File: src/rtl/beam_rx_combiner.sv
// beam_rx_combiner
//   Four 1-bit receive channels, each delayed by a per-channel programmable
//   number of sample strobes (0..15). The delayed taps are counted per strobe
//   and integrated over WINDOW strobes. A fill phase of 15 strobes primes the
//   delay lines before any integration starts.
//
//   Optional feature: define BEAM_RX_DETECT_EN to add a registered detect
//   flag (result >= DETECT_THRESH) on uio_out[6]; otherwise it is tied to 0.
//
// Ports
//   clk      sole clock, rising edge
//   rst      synchronous active-high reset
//   ena      block enable; low freezes all state and masks pulse outputs
//   ui_in    [3:0] ch0..ch3 samples, [4] cfg_valid, [6:5] cfg_ch, [7] sample_valid
//   uio_in   [3:0] cfg_delay, [7:4] unused
//   uo_out   [6:0] last window result, [7] result_valid pulse
//   uio_out  [4] cfg_ack pulse, [5] busy, [6] detect, others 0
//   uio_oe   constant 8'hF0
module beam_rx_combiner #(
  parameter int unsigned WINDOW        = 16,
  parameter int unsigned DETECT_THRESH = 48
) (
  input  logic       clk,
  input  logic       rst,
  input  logic       ena,
  input  logic [7:0] ui_in,
  input  logic [7:0] uio_in,
  output logic [7:0] uo_out,
  output logic [7:0] uio_out,
  output logic [7:0] uio_oe
);

  typedef enum logic {S_FILL, S_RUN} state_t;

  state_t      state_q, state_d;
  logic [14:0] sr_q  [4];
  logic [14:0] sr_d  [4];
  logic [3:0]  dly_q [4];
  logic [3:0]  dly_d [4];
  logic [3:0]  fill_q, fill_d;
  logic [4:0]  win_q, win_d;
  logic [6:0]  acc_q, acc_d;
  logic [6:0]  res_q, res_d;
  logic        valid_q, valid_d;
  logic        ack_q, ack_d;
  logic        det_q, det_d;

  logic        strobe;
  logic        cfg;
  logic [1:0]  cfg_ch;
  logic [3:0]  tap;
  logic [2:0]  sum;
  logic [6:0]  acc_sum;
  logic        unused_ok;

  assign strobe  = ena & ui_in[7];
  assign cfg     = ena & ui_in[4];
  assign cfg_ch  = ui_in[6:5];
  assign acc_sum = acc_q + {4'd0, sum};

  // Delay d>=1 reads the pre-shift register entry d-1, i.e. the sample from
  // d strobes ago; delay 0 bypasses the line with the live input.
  always_comb begin
    tap = '0;
    for (int unsigned ch = 0; ch < 4; ch++) begin
      if (dly_q[ch] == 4'd0) tap[ch] = ui_in[ch];
      else                   tap[ch] = sr_q[ch][dly_q[ch] - 4'd1];
    end
    sum = {2'd0, tap[0]} + {2'd0, tap[1]} + {2'd0, tap[2]} + {2'd0, tap[3]};
  end

  always_comb begin
    state_d = state_q;
    fill_d  = fill_q;
    win_d   = win_q;
    acc_d   = acc_q;
    res_d   = res_q;
    det_d   = det_q;
    valid_d = 1'b0;
    ack_d   = 1'b0;
    for (int unsigned ch = 0; ch < 4; ch++) begin
      sr_d[ch]  = sr_q[ch];
      dly_d[ch] = dly_q[ch];
    end

    if (ena) begin
      if (strobe) begin
        for (int unsigned ch = 0; ch < 4; ch++) sr_d[ch] = {sr_q[ch][13:0], ui_in[ch]};
      end

      unique case (state_q)
        S_FILL: begin
          if (strobe) begin
            if (fill_q == 4'd14) begin
              fill_d  = '0;
              state_d = S_RUN;
            end else begin
              fill_d = fill_q + 4'd1;
            end
          end
        end
        S_RUN: begin
          if (strobe) begin
            if (win_q == 5'(WINDOW - 1)) begin
              res_d   = acc_sum;
              valid_d = 1'b1;
              acc_d   = '0;
              win_d   = '0;
`ifdef BEAM_RX_DETECT_EN
              det_d   = (acc_sum >= 7'(DETECT_THRESH));
`endif
            end else begin
              acc_d = acc_sum;
              win_d = win_q + 5'd1;
            end
          end
        end
        default: state_d = S_FILL;
      endcase

      // A config write overrides any same-cycle strobe outcome in RUN: the
      // partial window (including a would-be completion) is thrown away.
      if (cfg) begin
        dly_d[cfg_ch] = uio_in[3:0];
        ack_d         = 1'b1;
        if (state_q == S_RUN) begin
          acc_d   = '0;
          win_d   = '0;
          res_d   = res_q;
          det_d   = det_q;
          valid_d = 1'b0;
        end
      end
    end
  end

  always_ff @(posedge clk) begin
    if (rst) begin
      state_q <= S_FILL;
      fill_q  <= '0;
      win_q   <= '0;
      acc_q   <= '0;
      res_q   <= '0;
      valid_q <= 1'b0;
      ack_q   <= 1'b0;
      det_q   <= 1'b0;
      for (int unsigned ch = 0; ch < 4; ch++) begin
        sr_q[ch]  <= '0;
        dly_q[ch] <= '0;
      end
    end else begin
      state_q <= state_d;
      fill_q  <= fill_d;
      win_q   <= win_d;
      acc_q   <= acc_d;
      res_q   <= res_d;
      valid_q <= valid_d;
      ack_q   <= ack_d;
      det_q   <= det_d;
      for (int unsigned ch = 0; ch < 4; ch++) begin
        sr_q[ch]  <= sr_d[ch];
        dly_q[ch] <= dly_d[ch];
      end
    end
  end

  logic busy;
  logic detect;
  assign busy = (state_q == S_RUN) && (win_q != 5'd0);

`ifdef BEAM_RX_DETECT_EN
  assign detect    = det_q;
  assign unused_ok = ^uio_in[7:4];
`else
  assign detect    = 1'b0;
  assign unused_ok = ^{uio_in[7:4], det_q, 7'(DETECT_THRESH)};
`endif

  assign uo_out  = {valid_q & ena, res_q};
  assign uio_out = {1'b0, detect, busy, ack_q & ena, 4'b0000};
  assign uio_oe  = 8'hF0;

endmodule

File: config.mk
export PLATFORM = sky130hd
export DESIGN_NAME = beam_rx_combiner
export DESIGN_NICKNAME = d
export VERILOG_FILES = /design/src/rtl/beam_rx_combiner.sv
export SDC_FILE = /design/constraint.sdc
export NUM_CORES = 1
export LEC_CHECK = 0
export CAP_MARGIN = 30
export CORE_ASPECT_RATIO = 0.9
export CORE_MARGIN = 10
export CORE_UTILIZATION = 35
export CTS_CLUSTER_SIZE = 8
export DETAILED_ROUTE_END_ITERATION = 8
export GPL_ROUTABILITY_DRIVEN = 0
export PLACE_DENSITY_LB_ADDON = 0.08
export SLEW_MARGIN = 20
export SYNTH_ARGS = -nofsm -noshare
export SYNTH_HDL_FRONTEND = slang
export SYNTH_SLANG_ARGS = --single-unit
File: constraint.sdc
create_clock -name clk -period 4.85 [get_ports clk]
set_clock_uncertainty 0.1 [all_clocks]
set_input_delay 1.455 -clock clk [delete_from_list [all_inputs] [get_ports clk]]
set_output_delay 1.455 -clock clk [all_outputs]
set_load 0.005 [all_outputs]
* Word level (Yosys, flattened, before mapping)
Memories as Yosys holds them, arrays and structs flattened. Index checks and enable logic that the tools add are counted.
Operators by class: $add $sub $neg 10, equality and inequality tests 3, bitwise gates (word level) 15, mux-type cells 55, reduce and logical (&&, ||, !) cells 10, magnitude comparators 6
Operators with widths (count):
- $mux W60 | 2
- $mux W7 | 10
- $mux W15 | 4
- $mux W16 | 2
- $mux W5 | 5
- $mux W4 | 6
- $lt A4 B5 Y1 const B | 4
- $mux W1 | 20
- $bmux W1 S4 | 4
- $bwmux W16 | 1
- $logic_not A4 Y1 | 4
- $sub A4 B1 Y4 const B | 4
- $demux W4 S2 | 1
- $or A1 B1 Y1 | 8
- $add A7 B3 Y7 | 1
- $add A5 B1 Y5 const B | 1
- $eq A5 B4 Y1 const B | 1
- $reduce_bool A5 Y1 | 1
- $add A4 B1 Y4 const B | 1
- $and A1 B1 Y1 | 4
- $eq A4 B4 Y1 const B | 1
- $add A2 B1 Y3 | 1
- $add A3 B1 Y3 | 1
- $ge A3 B3 Y1 const B | 1
- 9 further kinds | 11
Word-level totals: memories kept 2, flip-flop bits (word level) 26, input port bits 19, output and inout port bits 24, word-level logic and storage cells 108, RAM bits 76
Memories:
- sr_q | words 4, bits a word 15, rd ports 4, clocked after Yosys merged registers in 0, wr ports 4, RTL line 36 | logic [14:0] sr_q [4];
- dly_q | words 4, bits a word 4, rd ports 4, clocked after Yosys merged registers in 0, wr ports 4, RTL line 38 | logic [3:0] dly_q [4];

* Logic depth before layout (Yosys ltp)
Gate-level depths: netlist of the first run. An unclocked memory read counts as a cell.
depth in word-level cells 14, depth in mapped cells 17, gate-level depth less buffers 17

* Least setup slack after synthesis of the first run
No wires, ideal clock.
path kind reg2reg, from mem dly_q[0][0], to reg with a tool-made name, arrival time 3960 ps, required time 4684 ps, library setup time 66 ps, path buffers 0, setup slack 725 ps, clock period less this slack 4125 ps, cell stages (with the launch flop) 18, path through dfxtp_1 > inv_1 > ha_1 > xnor2_1 > mux4_2 > nand2_1 > o211ai_1 > a22oi_1 > fa_1 > inv_1 > fa_1 > inv_1 > fa_1 > and3b_1 > and3_1 > xor2_1 > a22oi_1 > nor2_1
RTL lines (RTL line):
- from (decl) | 38

* Worst setup path after layout of the first run
from in ena, to out uio_out[4]
On the way: longest elaborated chain between the ends 1
Ends and longest elaborated chain:
- from (decl) | RTL line 25 | input logic ena,
- $and A1 B1 Y1 | RTL line 180 | assign uio_out = {1'b0, detect, busy, ack_q & ena, 4'b0000};
- to (decl) | RTL line 29 | output logic [7:0] uio_out,
No other way between the ends.

==> results by group, run 1 <==
Power
  – Net switching power: 391 uW
  – Sequential share of power: 49.0%
  – Leak pwr: 1.91 nW
  – Power per cell area: 318 mW/mm^2
  – Overall power: 1.73 mW
  – Sw frac: 22.5%
  – Proportion of power drawn by combinational gates: 7.0%
  – P_int: 1.34 mW
  – Worst IR drop on VDD: 162 uV
  – Clock power frac: 44.0%

Global route
  – First-pass GRT wire length: 17400 um
  – Vias in the first global route: 3468
  – Overflow after GRT: 0
  – Largest net degree at the start of global routing: 53
  – GRT Resource Usage Total: 11.3%
  – Initial antenna violation count: 0

Floorplan
  – Die boundary height: 131 um
  – Die X: 144 um
  – Core Rows: 40
  – Core region area: 0.0134 mm^2
  – Initial core utilization: 35.8%
  – I/O pin count: 43
  – DIE AREA: 0.0188 mm^2

Logic synthesis
  – Synth area leaders: dfxtp_1, nand2_1, a21oi_1, mux4_2, mux2i_1
  – Synth area leader: dfxtp_1
  – Async set-reset flop share out of synthesis: 0%
  – Register area share after synthesis: 42.5%
  – Post-synth cell types: 48
  – Mapped Cells: 562
  – Post-synth top area share: 42.5%
  – Mean post-synth cell area: 8.55 um^2
  – Synthesized area: 0.00480 mm^2
  – Count leader, synth: nand2_1
  – Synth Warn #: 0
  – Top cells by count, synth: nand2_1, dfxtp_1, a21oi_1
  – Synth Flop Type: dfxtp_1
  – #FFs+latches synth: 102
  – EDFF count, synth: 0

Routing
  – Total number of vias: 3744
  – Average routed wire per standard cell: 13.9 um
  – Residual DRC count: 0
  – DRT Pass-1 Iters: 5
  – Via density: 5.02
  – Final WL: 10400 um
  – Routed Antenna Nets: 0
  – Initial DRC Count: 144

Cells and area
  – Area growth syn-to-layout: 13.7%
  – Ant diodes: 0
  – Utilization after layout: 40.7%
  – Final Non-Filler Cells: 746
  – Final Net Count: 606
  – Share of post-route cells with drive strength above 1: 8.48%

Clock tree
  – Clk root buf: clkbuf_16
  – Clock latency on the worst-skew pair: 350 ps
  – Clock Sinks: 102
  – Postcts setup bufs: 0
  – Post_cts resized: 0
  – CTS H-tree lvls: 3
  – CTS tree: done
  – Clock slew at the register clock pins of the worst setup and hold paths: 60 ps
  – Cts bufs inserted: 9
  – Clock buffer depth: 2
  – CTS Hold Bufs: 0

Critical path
  – Setup crit start kind: primary input
  – Crit path top cell by count: clkdlybuf4s50_1
  – Launch point of the worst reg-to-reg path: dly_q[0][1]
  – Critical Path RT: 3290 ps
  – Critical path fanouts, max: 4
  – Critical path class: in2out
  – CP Capture Type: output port
  – Reg2Reg Depth: 17
  – Internal reg-to-reg setup slack: 750 ps
  – Crit path DAT: 2630 ps
  – Worst setup path startpoint: ena
  – Slowest stage delay, CP: 520 ps
  – End of the critical path: uio_out[4]
  – CP max-delay cell: clkdlybuf4s50_1
  – Critical path cell sequence: clkdlybuf4s50_1 > and2_1 > clkdlybuf4s50_1
  – Capture point of the worst reg-to-reg path: res_q[6]

STA
  – Post-Route Setup TNS: 0 ps
  – Endpoints failing hold: 0
  – RSZ-0062 raised after global routing: no
  – Slew Limit Headroom: 36.7%
  – Final hold slack: 357 ps
  – Fin crit share: 86.3%
  – Max-slew violations: 0
  – Min Tclk post-route: 4190 ps
  – Slew @ Worst Pin: 945 ps
  – Max Fclk: 239 MHz
  – Setup Viol. Count Final: 0

Flow run
  – Max-cap viol count: 0

Placed design
  – I/O Buffers: 24
  – Cells after DPL: 730
  – Placed wire-length estimate: 7130 um

Status
  – Outcome: completed

Worst hold path
  – Hold WC Path Type: reg2reg
==> cells by family (layout without fill, tap and decap cells) <==
| logic type | count (synthesis) | after routing | share of synthesized area, % |
|---|---|---|---|
| AOI/OAI and AO/OA | 110 | 110 | 13.0 |
| muxes | 39 | 39 | 11.6 |
| and+or+nand+nor | 221 | 221 | 20.0 |
| DFF | 102 | 102 | 42.5 |
| xor gates and xnor gates | 12 | 12 | 2.34 |
| other | 2 | 14 | 0.156 |
| buffers and inverters | 62 | 66 | 6.30 |
| adders and majority gates | 14 | 14 | 4.11 |
==> cells in the final DEF (no fill, tap or decap), types with 11 or more instances in the layout <==
master / count
clkdlybuf4s50_1: 23
ha_1: 11
dfxtp_1: 102
a21oi_1: 77
nand2_1: 134
mux2i_1: 24
mux4_2: 13
nor2_1: 42
conb_1: 14
inv_1: 17
==> metal layers <==
| layer | global-route usage [%] | vias to the layer above | wire (um) |
|---|---|---|---|
| met5 | 0 | - | 0 |
| met4 | 2.72 | 0 | 70 |
| met3 | 4.07 | 5 | 399 |
| met2 | 17.2 | 53 | 4780 |
| met1 | 14.8 | 1784 | 5120 |
| li1 | - | 1902 | - |
==> metrics by stage <==
step	setup WS, ps	instance area (um^2)
2_1_floorplan	725	4850
3_3_place_gp	333	5120
3_5_place_dp	337	5140
4_1_cts	656	5460
5_1_grt	400	5460
6_report	664	5460
==> final cells by class <==
| class | instances | area, um^2 |
|---|---|---|
| Fill cell | 1363 | 7950 |
| Multi-Input combinational cell | 410 | 2510 |
| Sequential cell | 102 | 2040 |
| Timing Repair Buffer | 33 | 318 |
| Clock buffer | 13 | 280 |
| Tap cell | 168 | 210 |
| Inverter | 17 | 63.8 |
| Clock inverter | 3 | 40.0 |
==> critical path: cells and delay by family <==
family	cells	cell delay (ps)
buffers and inverters	2	1020
and+or+nand+nor	1	150
==> power groups by stage <==
stage                     clock network [mW]  registers, mW  logic, mW
after floorplan                            0          0.867     0.0889
after global placement                     0          0.869      0.121
after detailed placement                   0          0.869      0.123
after CTS                              0.802          0.850      0.124
after global routing                   0.833          0.850      0.137
final                                  0.764          0.850      0.121
==> worst min path at each step <==
stage          cells past startpoint  slack [ps]     endpoint         from
6_report                           2         360  sr_q[0][14]  sr_q[0][14]
5_1_grt                            2         380  sr_q[0][14]  sr_q[0][13]
4_1_cts                            2         360  sr_q[0][14]  sr_q[0][14]
3_5_place_dp                       2         350  sr_q[3][14]  sr_q[3][14]
3_3_place_gp                       2         340  sr_q[1][14]  sr_q[1][14]
2_1_floorplan                      2         340  sr_q[0][14]  sr_q[0][14]
Note: power is estimated with default switching activity, not from simulation.
==> run 2: changes to the inputs <==
CORE_UTILIZATION = 57   (was 35)
CTS_CLUSTER_SIZE = unset   (was 8)
HOLD_SLACK_MARGIN = 0.08   (was unset)
==> run 2 against run 1 <==
Compared with the run above: clock power is 29% lower; maximum frequency is 2.9% lower; critical path type is now reg2reg; setup slack worse by 120 ps; highest routed layer unchanged.
==> results by group, run 2 (synthesis gave the netlist of run 1 again) <==
Status
  – Outcome: completed

Routing
  – Met2 routed WL: 4730 um
  – Met1 Routed Length: 4510 um
  – Via density: 5.52
  – DRT Pass-1 Iters: 4
  – Initial DRC Count: 234
  – Average routed wire per standard cell: 14.4 um
  – Final WL: 9720 um
  – DR WL met3: 408 um
  – Total number of vias: 3739
  – Uppermost layer routed: met4
  – Routed Antenna Nets: 0
  – Residual DRC count: 0

Cells and area
  – Final Net Count: 606
  – Multi-input gate area: 0.00251 mm^2
  – Ant diodes: 0
  – Fin area: 0.00527 mm^2
  – Most frequent cells in the layout: nand2_1, dfxtp_1, a21oi_1, nor2_1, mux2i_1
  – Final Non-Filler Cells: 677
  – Fill cells: 689
  – Commonest non-fill, non-tap cell in the layout: nand2_1
  – Share of post-route cells with drive strength above 1: 8.30%
  – Area growth syn-to-layout: 9.61%
  – Register area: 0.00204 mm^2

Critical path
  – Critical path fanouts, max: 6
  – Buffers & Inverters on Critical Path: 3
  – Critical path class: reg2reg
  – CP Capture Type: flop
  – Worst path top cell family by delay: adder cells
  – Slowest stage delay, CP: 530 ps
  – Critical Path RT: 5040 ps
  – Crit path DAT: 4500 ps
  – Critical path cell sequence: inv_1 > ha_1 > xnor2_1 > mux4_2 > nand2_1 > o211ai_1 > a22oi_1 > fa_1 > inv_1 > fa_1 > inv_1 > fa_1 > and3b_1 > and3_1 > xor2_1 > mux2i_1 > nor2_1
  – Setup crit start kind: flop
  – CP max-delay cell: mux4_2
  – Internal reg-to-reg setup slack: 540 ps

STA
  – RSZ-0062 raised after global routing: no
  – Fin crit share: 88.9%
  – Endpoints failing hold: 0
  – Setup Viol. Count Final: 0
  – Max-slew violations: 0
  – Slew @ Worst Pin: 846 ps
  – Post-Route Setup TNS: 0 ps
  – Min Tclk post-route: 4310 ps
  – Max Fclk: 232 MHz
  – Slew Limit Headroom: 43.4%

Floorplan
  – Initial core utilization: 59.0%
  – Core region area: 0.00815 mm^2
  – Die boundary height: 107 um
  – Die X: 117 um
  – DIE AREA: 0.0125 mm^2
  – Core Rows: 31
  – I/O pin count: 43

Power
  – Worst IR drop on VDD: 155 uV
  – Power per cell area: 287 mW/mm^2
  – Leak pwr: 1.85 nW

Clock tree
  – Cts bufs inserted: 9
  – Clock slew at the register clock pins of the worst setup and hold paths: 90 ps
  – Post_cts resized: 0
  – CTS H-tree lvls: 3
  – Clock Sinks: 102
  – Postcts setup bufs: 0
  – CTS Hold Bufs: 0
  – Clk root buf: clkbuf_8
  – CTS tree: done
  – Clock latency on the worst-skew pair: 350 ps
  – Clock buffer depth: 2

Flow run
  – Max-cap viol count: 0

Global route
  – Initial antenna violation count: 0
  – GRT Resource Usage Total: 15.6%
  – Vias in the first global route: 3577
  – Overflow after GRT: 0
  – First-pass GRT wire length: 16300 um
  – Largest net degree at the start of global routing: 61

Placed design
  – Post-DP Area: 0.00507 mm^2
  – Cells after DPL: 661
  – Placed wire-length estimate: 6830 um
  – I/O Buffers: 24

Worst hold path
  – Hold WC Path Type: reg2reg
-- run 2: final timing paths --
kind / start / end / cells past startpoint
worst min register to register: sr_q[2][14] / sr_q[2][14] / 2
worst max-delay path: dly_q[2][0] / res_q[6] / 17
worst min-delay path: sr_q[2][14] / sr_q[2][14] / 2
worst max register to register: dly_q[2][0] / res_q[6] / 17
-- run 2: layer usage --
| metal | vias up | track usage, % |
|---|---|---|
| met4 | 0 | 3.62 |
| met3 | 5 | 3.51 |
| met5 | - | 0 |
| met2 | 50 | 26.7 |
| met1 | 1787 | 19.5 |
| li1 | 1897 | - |
-- run 2: area by class of cell --
| cell class | count | area share, % |
|---|---|---|
| clock buffer | 11 | 2.68 |
| clock inverter | 5 | 1.12 |
| inverter | 17 | 1.21 |
| multi-input combinational | 410 | 47.6 |
| sequential | 102 | 38.8 |
| tap | 99 | 2.35 |
| timing repair buffer | 33 | 6.22 |
-- run 2: worst min-delay path, delay by kind of cell, from the launching register on --
| kind | cells | cell delay, ps |
|---|---|---|
| flip-flops | 1 | 320 |
| AND/OR/NAND/NOR | 1 | 50 |
| AO/OA/AOI/OAI | 1 | 50 |
-- run 2: stage by stage --
| stage | hold WS, ps | utilization [%] | worst slack (ps) | power (mW) |
|---|---|---|---|---|
| after floorplan | 336 | - | 725 | 0.956 |
| after global placement | 341 | 62.0 | 372 | 0.986 |
| after detailed placement | 350 | 62.2 | 311 | 0.991 |
| after CTS | 363 | 64.7 | 474 | 1.53 |
| after global routing | 386 | 64.7 | 177 | 1.57 |
| final | 364 | 64.7 | 541 | 1.51 |
-- run 2: where the power goes --
group / internal [mW] / leakage, nW / switching [mW] / total [mW]
combinational: 0.0468 / 0.931 / 0.0749 / 0.122
sequential: 0.843 / 0.823 / 0.00676 / 0.850
clock: 0.253 / 0.0955 / 0.287 / 0.540
total: 1.14 / 1.85 / 0.368 / 1.51
==> run 3: changes to the inputs <==
ABC_AREA = 1   (was unset)
CORE_UTILIZATION = 58   (was 57)
==> run 3 against run 2 <==
Compared with the run above: synthesized cell count increased by 27%; sequential power grew 5.8%; maximum frequency up 2.0%; setup slack better by 86 ps; clock power down 6.5%; wire length grew 2.6%; power rose by 7.3%; critical path type is now in2out.
==> results by group, run 3 <==
Logic synthesis
  – Mapped Cells: 712
  – Async set-reset flop share out of synthesis: 0%
  – Top cells by count, synth: nand2_1, nor2_1, dfxtp_1
  – #FFs+latches synth: 102
  – Synth Warn #: 0
  – EDFF count, synth: 0
  – Post-synth cell types: 36
  – Count leader, synth: nand2_1
  – Synthesized area: 0.00495 mm^2
  – Synth area leader: dfxtp_1
  – Synth Flop Type: dfxtp_1
  – Register area share after synthesis: 41.3%
  – Post-synth top area share: 41.3%
  – Mean post-synth cell area: 6.95 um^2
  – Synth area leaders: dfxtp_1, nand2_1, nor2_1, o21ai_0, nand3_1

STA
  – Endpoints failing hold: 0
  – Max-slew violations: 0
  – Slew Limit Headroom: 56.0%
  – Max Fclk: 237 MHz
  – RSZ-0062 raised after global routing: no
  – Post-Route Setup TNS: 0 ps
  – Final hold slack: 368 ps
  – Final setup margin: 626 ps
  – Slew @ Worst Pin: 660 ps
  – Min Tclk post-route: 4220 ps
  – Setup Viol. Count Final: 0
  – Fin crit share: 87.1%

Floorplan
  – Die boundary height: 108 um
  – Core region area: 0.00818 mm^2
  – I/O pin count: 43
  – DIE AREA: 0.0126 mm^2
  – Die X: 117 um
  – Core Rows: 31
  – Initial core utilization: 60.4%

Clock tree
  – Clock buffer depth: 2
  – Cts bufs inserted: 9
  – Clock latency on the worst-skew pair: 360 ps
  – CTS tree: done
  – Clock slew at the register clock pins of the worst setup and hold paths: 90 ps
  – CTS H-tree lvls: 3
  – Clock Sinks: 102
  – Clk root buf: clkbuf_8
  – CTS Hold Bufs: 0
  – Postcts setup bufs: 0
  – Post_cts resized: 0

Global route
  – Initial antenna violation count: 0
  – GRT Resource Usage Total: 15.8%
  – Overflow after GRT: 0
  – Vias in the first global route: 3908
  – First-pass GRT wire length: 17200 um
  – Largest net degree at the start of global routing: 74

Critical path
  – CP Capture Type: output port
  – Crit path DAT: 2670 ps
  – Setup crit start kind: primary input
  – Critical path class: in2out
  – Critical Path RT: 3290 ps
  – Worst setup path startpoint: ena
  – Critical path fanouts, max: 5
  – Launch point of the worst reg-to-reg path: dly_q[2][0]

Routing
  – Total number of vias: 4310
  – Via density: 5.14
  – Average routed wire per standard cell: 11.9 um
  – Final WL: 9970 um
  – Initial DRC Count: 232
  – Routed Antenna Nets: 0
  – Residual DRC count: 0
  – DRT Pass-1 Iters: 4

Placed design
  – I/O Buffers: 24
  – Cells after DPL: 822
  – Post-DP Area: 0.00516 mm^2
  – Placed wire-length estimate: 7040 um
  – Setup WS pre-CTS: 481 ps

Power
  – Worst IR drop on VDD: 229 uV
  – Leak pwr: 2.25 nW
  – Overall power: 1.62 mW
  – Power per cell area: 303 mW/mm^2

Cells and area
  – Fin area: 0.00535 mm^2
  – Final Non-Filler Cells: 838
  – Commonest non-fill, non-tap cell in the layout: nand2_1
  – Utilization after layout: 65.4%
  – Area growth syn-to-layout: 8.12%
  – Ant diodes: 0
  – Share of post-route cells with drive strength above 1: 5.81%
  – Final Net Count: 751
  – Most frequent cells in the layout: nand2_1, nor2_1, dfxtp_1, o21ai_0, nand3_1

Flow run
  – Max-cap viol count: 0

Worst hold path
  – Hold WC Path Type: reg2reg
  – HP Start: sr_q[2][4]

Status
  – Outcome: completed
[run 3: changes by cell type in the layout (fill, tap and decap cells not counted), sizes merged, moves of 13 or more]
cell   before  now
a21oi      77   48
mux4       13    0
nand3      10   71
mux2i      24    0
inv        17   71
o21ai       6   87
nor2       42  117
[run 3: cell families after synthesis]
group | synth area share [%]
flops | 41.3
other cells | 0.152
buf+inv | 10.5
compound gates | 14.5
fa+ha+maj | 4.00
xor+xnor | 0.354
simple gates | 29.2
[run 3: final timing paths]
kind / to / cells after the start / slack (ps)
setup / recovery: uo_out[7] / 4 / 630
hold / removal: sr_q[2][4] / 2 / 370
setup reg to reg: flop / 18 / 1100
hold reg to reg: sr_q[2][4] / 2 / 370
[run 3: metal layers]
metal  vias up  global-route usage, %  routed length (um)
met5         -                      0                   0
met4         0                   2.95                  50
met3         4                   5.30                 388
met2        58                   26.9                4690
met1      1963                   19.2                4840
li1       2285                      -                   -
[run 3: where the power goes]
| group | switching, mW | leakage [nW] | internal, mW |
|---|---|---|---|
| Sequential | 0.0248 | 0.834 | 0.874 |
| Clock | 0.278 | 0.0954 | 0.228 |
| Combinational | 0.134 | 1.32 | 0.0842 |
| Total | 0.436 | 2.25 | 1.19 |
[run 3: final cells by class]
cell class	instances	area (um^2)
clock buffers	13	169
clock inverters	3	17.5
fillers	730	2840
inverters	73	283
multi-input cells	505	2430
flip-flops and latches	102	2040
well taps	115	144
repair buffers	27	263
[run 3: worst max-delay path: stages]
cell and delay, ps:
clkdlybuf4s50_1 580, nand2_1 80, inv_1 60, clkdlybuf4s50_1 500
